==> src/rtl/cpcs_tx_disp_sel_if.sv <==
// Character/symbol bundle between the 8b10b lookup, the running-disparity stage and the serializer.
// CPCS_TX_DISP_INJECT_EN adds the inj_in disparity-error injection strobe.
interface cpcs_tx_disp_sel_if;
  localparam int unsigned DATA_W = 8;
  localparam int unsigned ENC6_W = 6;
  localparam int unsigned ENC4_W = 4;
  localparam int unsigned SYM_W  = 10;

  logic                valid_in;
  logic [DATA_W-1:0]   data_in;
  logic                k_in;
  logic [ENC6_W-1:0]   enc6_in;
  logic [ENC4_W-1:0]   enc4_in;
`ifdef CPCS_TX_DISP_INJECT_EN
  logic                inj_in;
`endif
  logic [SYM_W-1:0]    tx_data;
  logic                tx_valid;
  logic                rd_out;
  logic                kerr;

`ifdef CPCS_TX_DISP_INJECT_EN
  modport master (output valid_in, data_in, k_in, enc6_in, enc4_in, inj_in,
                  input  tx_data, tx_valid, rd_out, kerr);
  modport slave  (input  valid_in, data_in, k_in, enc6_in, enc4_in, inj_in,
                  output tx_data, tx_valid, rd_out, kerr);
`else
  modport master (output valid_in, data_in, k_in, enc6_in, enc4_in,
                  input  tx_data, tx_valid, rd_out, kerr);
  modport slave  (input  valid_in, data_in, k_in, enc6_in, enc4_in,
                  output tx_data, tx_valid, rd_out, kerr);
`endif
endinterface

==> src/rtl/cpcs_tx_disp_sel.sv <==
// CorePCS 8b10b transmit running-disparity stage: complements RD-negative codes, selects D.x.7 alternates,
// tracks RD and flags illegal K characters. CPCS_TX_DISP_INJECT_EN adds a forced 6b disparity-error strobe.
module cpcs_tx_disp_sel #(
  parameter bit RD_INIT = 1'b0
) (
  input  logic             clk,
  input  logic             reset,
  cpcs_tx_disp_sel_if.slave bus
);
  localparam int unsigned SYM_W = 10;

  logic [4:0]       x;
  logic [2:0]       y;
  logic [2:0]       n6;
  logic [2:0]       nb4;
  logic             flip6;
  logic             flip4;
  logic             rdm;
  logic             alt7;
  logic [5:0]       out6;
  logic [3:0]       base4;
  logic [3:0]       out4;
  logic             rd_nxt;
  logic             k_legal;
  logic             kerr_nxt;

  logic [SYM_W-1:0] tx_data_q;
  logic             tx_valid_q;
  logic             rd_q;
  logic             kerr_q;

  // 6b sub-block, alternate 4b select, 4b sub-block and K legality for the presented character
  always_comb begin
    x        = bus.data_in[4:0];
    y        = bus.data_in[7:5];
    n6       = 3'($countones(bus.enc6_in));
    flip6    = rd_q & ((n6 == 3'd4) | (bus.enc6_in == 6'b111000));
`ifdef CPCS_TX_DISP_INJECT_EN
    if (bus.inj_in) flip6 = 1'b0;
`endif
    out6     = flip6 ? ~bus.enc6_in : bus.enc6_in;
    // Complement preserves non-neutrality, so RD from the emitted bits equals RD from the raw count
    rdm      = rd_q ^ (n6 != 3'd3);
    alt7     = (y == 3'd7) & (bus.k_in | (~rdm & out6[1] & out6[0]) | (rdm & ~out6[1] & ~out6[0]));
    base4    = alt7 ? 4'b0111 : bus.enc4_in;
    nb4      = 3'($countones(base4));
    flip4    = (rdm & ((nb4 == 3'd3) | (base4 == 4'b1100)))
             | (bus.k_in & (x == 5'd28) & (nb4 == 3'd2) & flip6);
    out4     = flip4 ? ~base4 : base4;
    rd_nxt   = rdm ^ (nb4 != 3'd2);
    k_legal  = (x == 5'd28)
             | ((y == 3'd7) & ((x == 5'd23) | (x == 5'd27) | (x == 5'd29) | (x == 5'd30)));
    kerr_nxt = bus.k_in & ~k_legal;
  end

  // Symbol, RD and K-error registers; everything holds while no character is offered
  always_ff @(posedge clk or posedge reset) begin
    if (reset) begin
      tx_data_q  <= '0;
      tx_valid_q <= 1'b0;
      kerr_q     <= 1'b0;
      rd_q       <= RD_INIT;
    end else begin
      tx_valid_q <= bus.valid_in;
      if (bus.valid_in) begin
        tx_data_q <= {out6, out4};
        kerr_q    <= kerr_nxt;
        rd_q      <= rd_nxt;
      end
    end
  end

  assign bus.tx_data  = tx_data_q;
  assign bus.tx_valid = tx_valid_q;
  assign bus.rd_out   = rd_q;
  assign bus.kerr     = kerr_q;

endmodule

==> src/flat_wrapper.sv <==
// flat-port wrapper written by rule: the top's interface ports become plain ports
module cpcs_tx_disp_sel_flat 
#(
  parameter bit RD_INIT = 1'b0
)
  (clk, reset, bus_valid_in, bus_data_in, bus_k_in, bus_enc6_in, bus_enc4_in, bus_tx_data, bus_tx_valid, bus_rd_out, bus_kerr);
  cpcs_tx_disp_sel_if bus_i ();
  input  logic clk;
  input  logic reset;
  input wire logic [$bits(bus_i.valid_in)-1:0] bus_valid_in;
  input wire logic [$bits(bus_i.data_in)-1:0] bus_data_in;
  input wire logic [$bits(bus_i.k_in)-1:0] bus_k_in;
  input wire logic [$bits(bus_i.enc6_in)-1:0] bus_enc6_in;
  input wire logic [$bits(bus_i.enc4_in)-1:0] bus_enc4_in;
  output wire logic [$bits(bus_i.tx_data)-1:0] bus_tx_data;
  output wire logic [$bits(bus_i.tx_valid)-1:0] bus_tx_valid;
  output wire logic [$bits(bus_i.rd_out)-1:0] bus_rd_out;
  output wire logic [$bits(bus_i.kerr)-1:0] bus_kerr;
  assign bus_i.valid_in = bus_valid_in;
  assign bus_i.data_in = bus_data_in;
  assign bus_i.k_in = bus_k_in;
  assign bus_i.enc6_in = bus_enc6_in;
  assign bus_i.enc4_in = bus_enc4_in;
  assign bus_tx_data = bus_i.tx_data;
  assign bus_tx_valid = bus_i.tx_valid;
  assign bus_rd_out = bus_i.rd_out;
  assign bus_kerr = bus_i.kerr;
  cpcs_tx_disp_sel #(.RD_INIT(RD_INIT)) u_core (.clk(clk), .reset(reset), .bus(bus_i));
endmodule
==> config.mk <==
export PLATFORM = sky130hd
export DESIGN_NAME = cpcs_tx_disp_sel_flat
export DESIGN_NICKNAME = d
export VERILOG_FILES = /design/src/rtl/cpcs_tx_disp_sel_if.sv /design/src/rtl/cpcs_tx_disp_sel.sv /design/src/flat_wrapper.sv
export SDC_FILE = /design/constraint.sdc
export NUM_CORES = 1
export LEC_CHECK = 0
export BUFFER_PORTS_ARGS = -buffer_cell sky130_fd_sc_hd__buf_2
export CORE_ASPECT_RATIO = 0.7
export CORE_MARGIN = 5
export CORE_UTILIZATION = 35
export DETAILED_ROUTE_END_ITERATION = 8
export SYNTH_ARGS = -nofsm -noshare
export SYNTH_HDL_FRONTEND = slang
export SYNTH_SLANG_ARGS = --single-unit
==> constraint.sdc <==
create_clock -name clk -period 3.6 [get_ports clk]
set_clock_uncertainty 0.2 [all_clocks]
set_input_delay 0.72 -clock clk [delete_from_list [all_inputs] [get_ports clk]]
set_output_delay 0.72 -clock clk [all_outputs]
set_load 0.05 [all_outputs]
==> impl_metrics.env <==
export IMPL_hold_viol_final=0
export IMPL_synth_edf_count=0
export IMPL_holdWs_ns=0.287
export IMPL_grt_max_degree=25
export IMPL_synth_simple_area_share_pct=19.8
export IMPL_overflow=0
export IMPL_final_min_clock_period_ns=4.95
export IMPL_ir_drop_uv=301
export IMPL_yosysUniqueCellTypes=36
export IMPL_cp_cell_sequence="buf_12 > inv_6 > ha_4 > inv_2 > fa_2 > inv_2 > ha_4 > xor2_4 > o211ai_1 > o311a_1 > o31ai_4 > nand2b_1 > ha_1 > ha_4 > fa_1 > nor3b_4 > and4_1 > nand3_2 > and2_4 > o31a_1 > o311ai_2"
export IMPL_first_pass_iters=4
export IMPL_dr_wl_met3_um=185
export IMPL_drt_total_wl_um=3020
export IMPL_synth_warnings=0
export IMPL_cts_root_buffer="clkbuf_8"
export IMPL_ant_nets=0
export IMPL_antenna_found_initial=0
export IMPL_yosysTopAreaCell="dfrtp_1"
export IMPL_post_synth_inst_count=125
export IMPL_wl_met2_um=1540
export IMPL_cpMostUsedCell="ha_4"
export IMPL_p_leak_nw=0.835
export IMPL_fmax_mhz=202
export IMPL_status="finished, violations left"
export IMPL_drc_errors=0
export IMPL_maxCapViolations=0
export IMPL_start_util_pct=35.9
export IMPL_violations="negative setup slack"
export IMPL_place_congestion=0.767
export IMPL_die_h_um=57.2
export IMPL_clkTransAtPathRegs_ns=0.05
export IMPL_cts_buffer_depth=2
export IMPL_synth_flop_cell="dfrtp_1"
export IMPL_avgRoutedWirePerCell_um=13.7
export IMPL_worst_pin_slew_ns=0.486
export IMPL_wl_met1_um=1230
export IMPL_fin_cells=221
export IMPL_muxShareOfSynthArea_pct=2.70
export IMPL_synth_area_leaders="dfrtp_1, ha_1, inv_1, fa_1, xnor2_1"
export IMPL_synth_compound_area_share_pct=17.1
export IMPL_fin_crit_sh_pct=137
export IMPL_drt_iter0_drc=48
export IMPL_antennaDiodeCount=0
export IMPL_rows=17
export IMPL_setup_viol=5
export IMPL_crit_type="in2reg"
export IMPL_crit_path_start_kind="input pin"
export IMPL_synth_xor_area_share_pct=7.87
export IMPL_setup_slack_ns=-1.35
export IMPL_synthAdderAreaFrac_pct=16.6
export IMPL_top_layer="met4"
export IMPL_ys_seq_area_share_pct=29.2
export IMPL_synth_top_family_by_area="simple AND/OR/NAND/NOR gates"
export IMPL_vias=1126
export IMPL_syn_area_um2=1110
export IMPL_globalRouteTotalUtil_pct=14.1
export IMPL_worstPathRequired_ns=3.55
export IMPL_cts_tree="done"
export IMPL_grt_pass1_vias=1209
export IMPL_rrSetupSlack_ns=-0.15
export IMPL_setup_tns_ns=-6.40
export IMPL_io_buffers=34
export IMPL_reg2regPathDepth=14
export IMPL_final_max_slew_viol_count=0
export IMPL_critPathMaxFanout=6
export IMPL_slew_headroom_pct=67.6
export IMPL_p_per_area_nw_per_um2=474
export IMPL_drive_above_1_share_pct=54.1
export IMPL_die_area_um2=4430
export IMPL_cp_end_kind="flop"
export IMPL_chipWidth_um=77.4
export IMPL_synthArstFlopShare_pct=100
export IMPL_reg2reg_from="u_core.bus.rd_out$_DFFE_PP0P_"
export IMPL_htreeDepth=1
export IMPL_place_ws_ns=-1.81
export IMPL_avgSynthCellArea_um2=8.91
export IMPL_io_pins=35
export IMPL_r2r_end="u_core.bus.tx_data[3]$_DFFE_PP0P_"
export IMPL_worst_path_max_delay_cell="fa_1"
export IMPL_dp_cells=212
export IMPL_arrival_ns=4.90
export IMPL_hold_class="in2async"
export IMPL_core_area_um2=3110
export IMPL_cts_made_buffers=3
export IMPL_grt_pass1_wl_um=5160
export IMPL_synth_top_cell_area_share_pct=29.2
export IMPL_clk_latency_ns=0.24
export IMPL_synth_fp_nets=160
export IMPL_vias_per_cell=5.10
export IMPL_grt_setup_unrepaired="yes"
export IMPL_clock_sinks=13
export IMPL_area_growth_pct=64.3
export IMPL_place_hpwl_um=2330
export IMPL_fin_nets=219
export IMPL_slowest_delay_ns=0.54
export IMPL_synth_seq_cells=13
[power by group]
group / leakage, nW / switching [mW] / internal, mW
registers: 0.151 / 0.0194 / 0.178
clock network: 0.0228 / 0.0506 / 0.0781
logic: 0.661 / 0.306 / 0.235
total: 0.835 / 0.376 / 0.491
[sequential cells by signal (all words and copies together), names as in the netlist]
signal,cells
u_core.bus.rd_out,1
u_core.bus.tx_data,10
u_core.bus.kerr,1
u_core.bus.tx_valid,1
[routing by layer]
metal | GRT usage [%] | vias up
met5 | 0 | -
met4 | 3.19 | 0
met3 | 5.36 | 6
met2 | 25.2 | 29
met1 | 15.9 | 543
li1 | - | 548
[cells in the mapped netlist, drive strengths merged, types with 2 or more instances]
cell and n:
a211oi 3, a21oi 7, a31oi 4, and2 2, and3 2, clkbuf 2, dfrtp 13, fa 3
ha 10, inv 17, mux2i 3, nand2 7, nand2b 5, nand3 4, nand4 2, nor2 6
nor2b 3, o21ai 5, or3 2, xnor2 6, xor2 4
[worst max path at each step]
stage                                   endpoint  slack (ns)  depth (start not counted)           start
2_1_floorplan  u_core.bus.tx_data[3]$_DFFE_PP0P_       -1.55                         20  bus_enc6_in[0]
3_3_place_gp   u_core.bus.tx_data[3]$_DFFE_PP0P_       -1.65                         21  bus_enc6_in[0]
3_5_place_dp   u_core.bus.tx_data[3]$_DFFE_PP0P_       -1.81                         20  bus_enc6_in[0]
4_1_cts        u_core.bus.tx_data[3]$_DFFE_PP0P_       -1.31                         22  bus_enc6_in[0]
5_1_grt        u_core.bus.tx_data[3]$_DFFE_PP0P_       -1.62                         22  bus_enc6_in[0]
6_report       u_core.bus.tx_data[3]$_DFFE_PP0P_       -1.35                         21  bus_enc6_in[0]
[worst max-delay path, delay by kind of cell]
family	cells	cell delay (ns)
AOI/OAI and AO/OA	5	1.07
xor gates and xnor gates	1	0.18
adders and majority gates	6	1.84
buffers and inverters	4	0.22
and+or+nand+nor	5	0.83
[cell families after synthesis]
kind of cell               Yosys count
and+or+nand+nor                     39
AOI/OAI and AO/OA                   27
buffers and inverters               20
adders and majority gates           13
DFF                                 13
xor gates and xnor gates            10
muxes                                3
[cell usage in the layout, fill, tap and decap left out, drive strengths merged, types with 4 or more instances in the layout]
| master | netlist | final |
|---|---|---|
| xnor2 | 6 | 6 |
| o21ai | 5 | 5 |
| nand2 | 7 | 7 |
| nor2 | 6 | 6 |
| ha | 10 | 10 |
| a21oi | 7 | 7 |
| a31oi | 4 | 4 |
| inv | 17 | 17 |
| dfrtp | 13 | 13 |
| xor2 | 4 | 4 |
| clkbuf | 2 | 4 |
| nand2b | 5 | 5 |
| nand3 | 4 | 4 |
| buf | 1 | 57 |
[area by class of cell]
class                      instances  area (um^2)
sequential                        13          325
tap                               38         47.5
inverter                          17         71.3
fill                             272         1280
timing repair buffer              57          379
clock buffer                       4         45.0
multi-input combinational         92          961
[through the flow]
stage               power, mW  area [um^2]  util (%)
detailed placement      0.641         1530      49.4
global route            0.922         1830      58.9
floorplan               0.498         1190         -
CTS                     0.839         1740      56.2
global placement        0.628         1530      49.4
finish                  0.866         1830      58.9
[repair_timing]
| action | in CTS | in global routing |
|---|---|---|
| setup endpoints to repair | 5 | 5 |
| hold buffers | 0 | 0 |
| pin swaps | 21 | 4 |
| setup buffers | 6 | 1 |
| gates resized for setup | 30 | 13 |
Power figures use the tool's default switching activity.
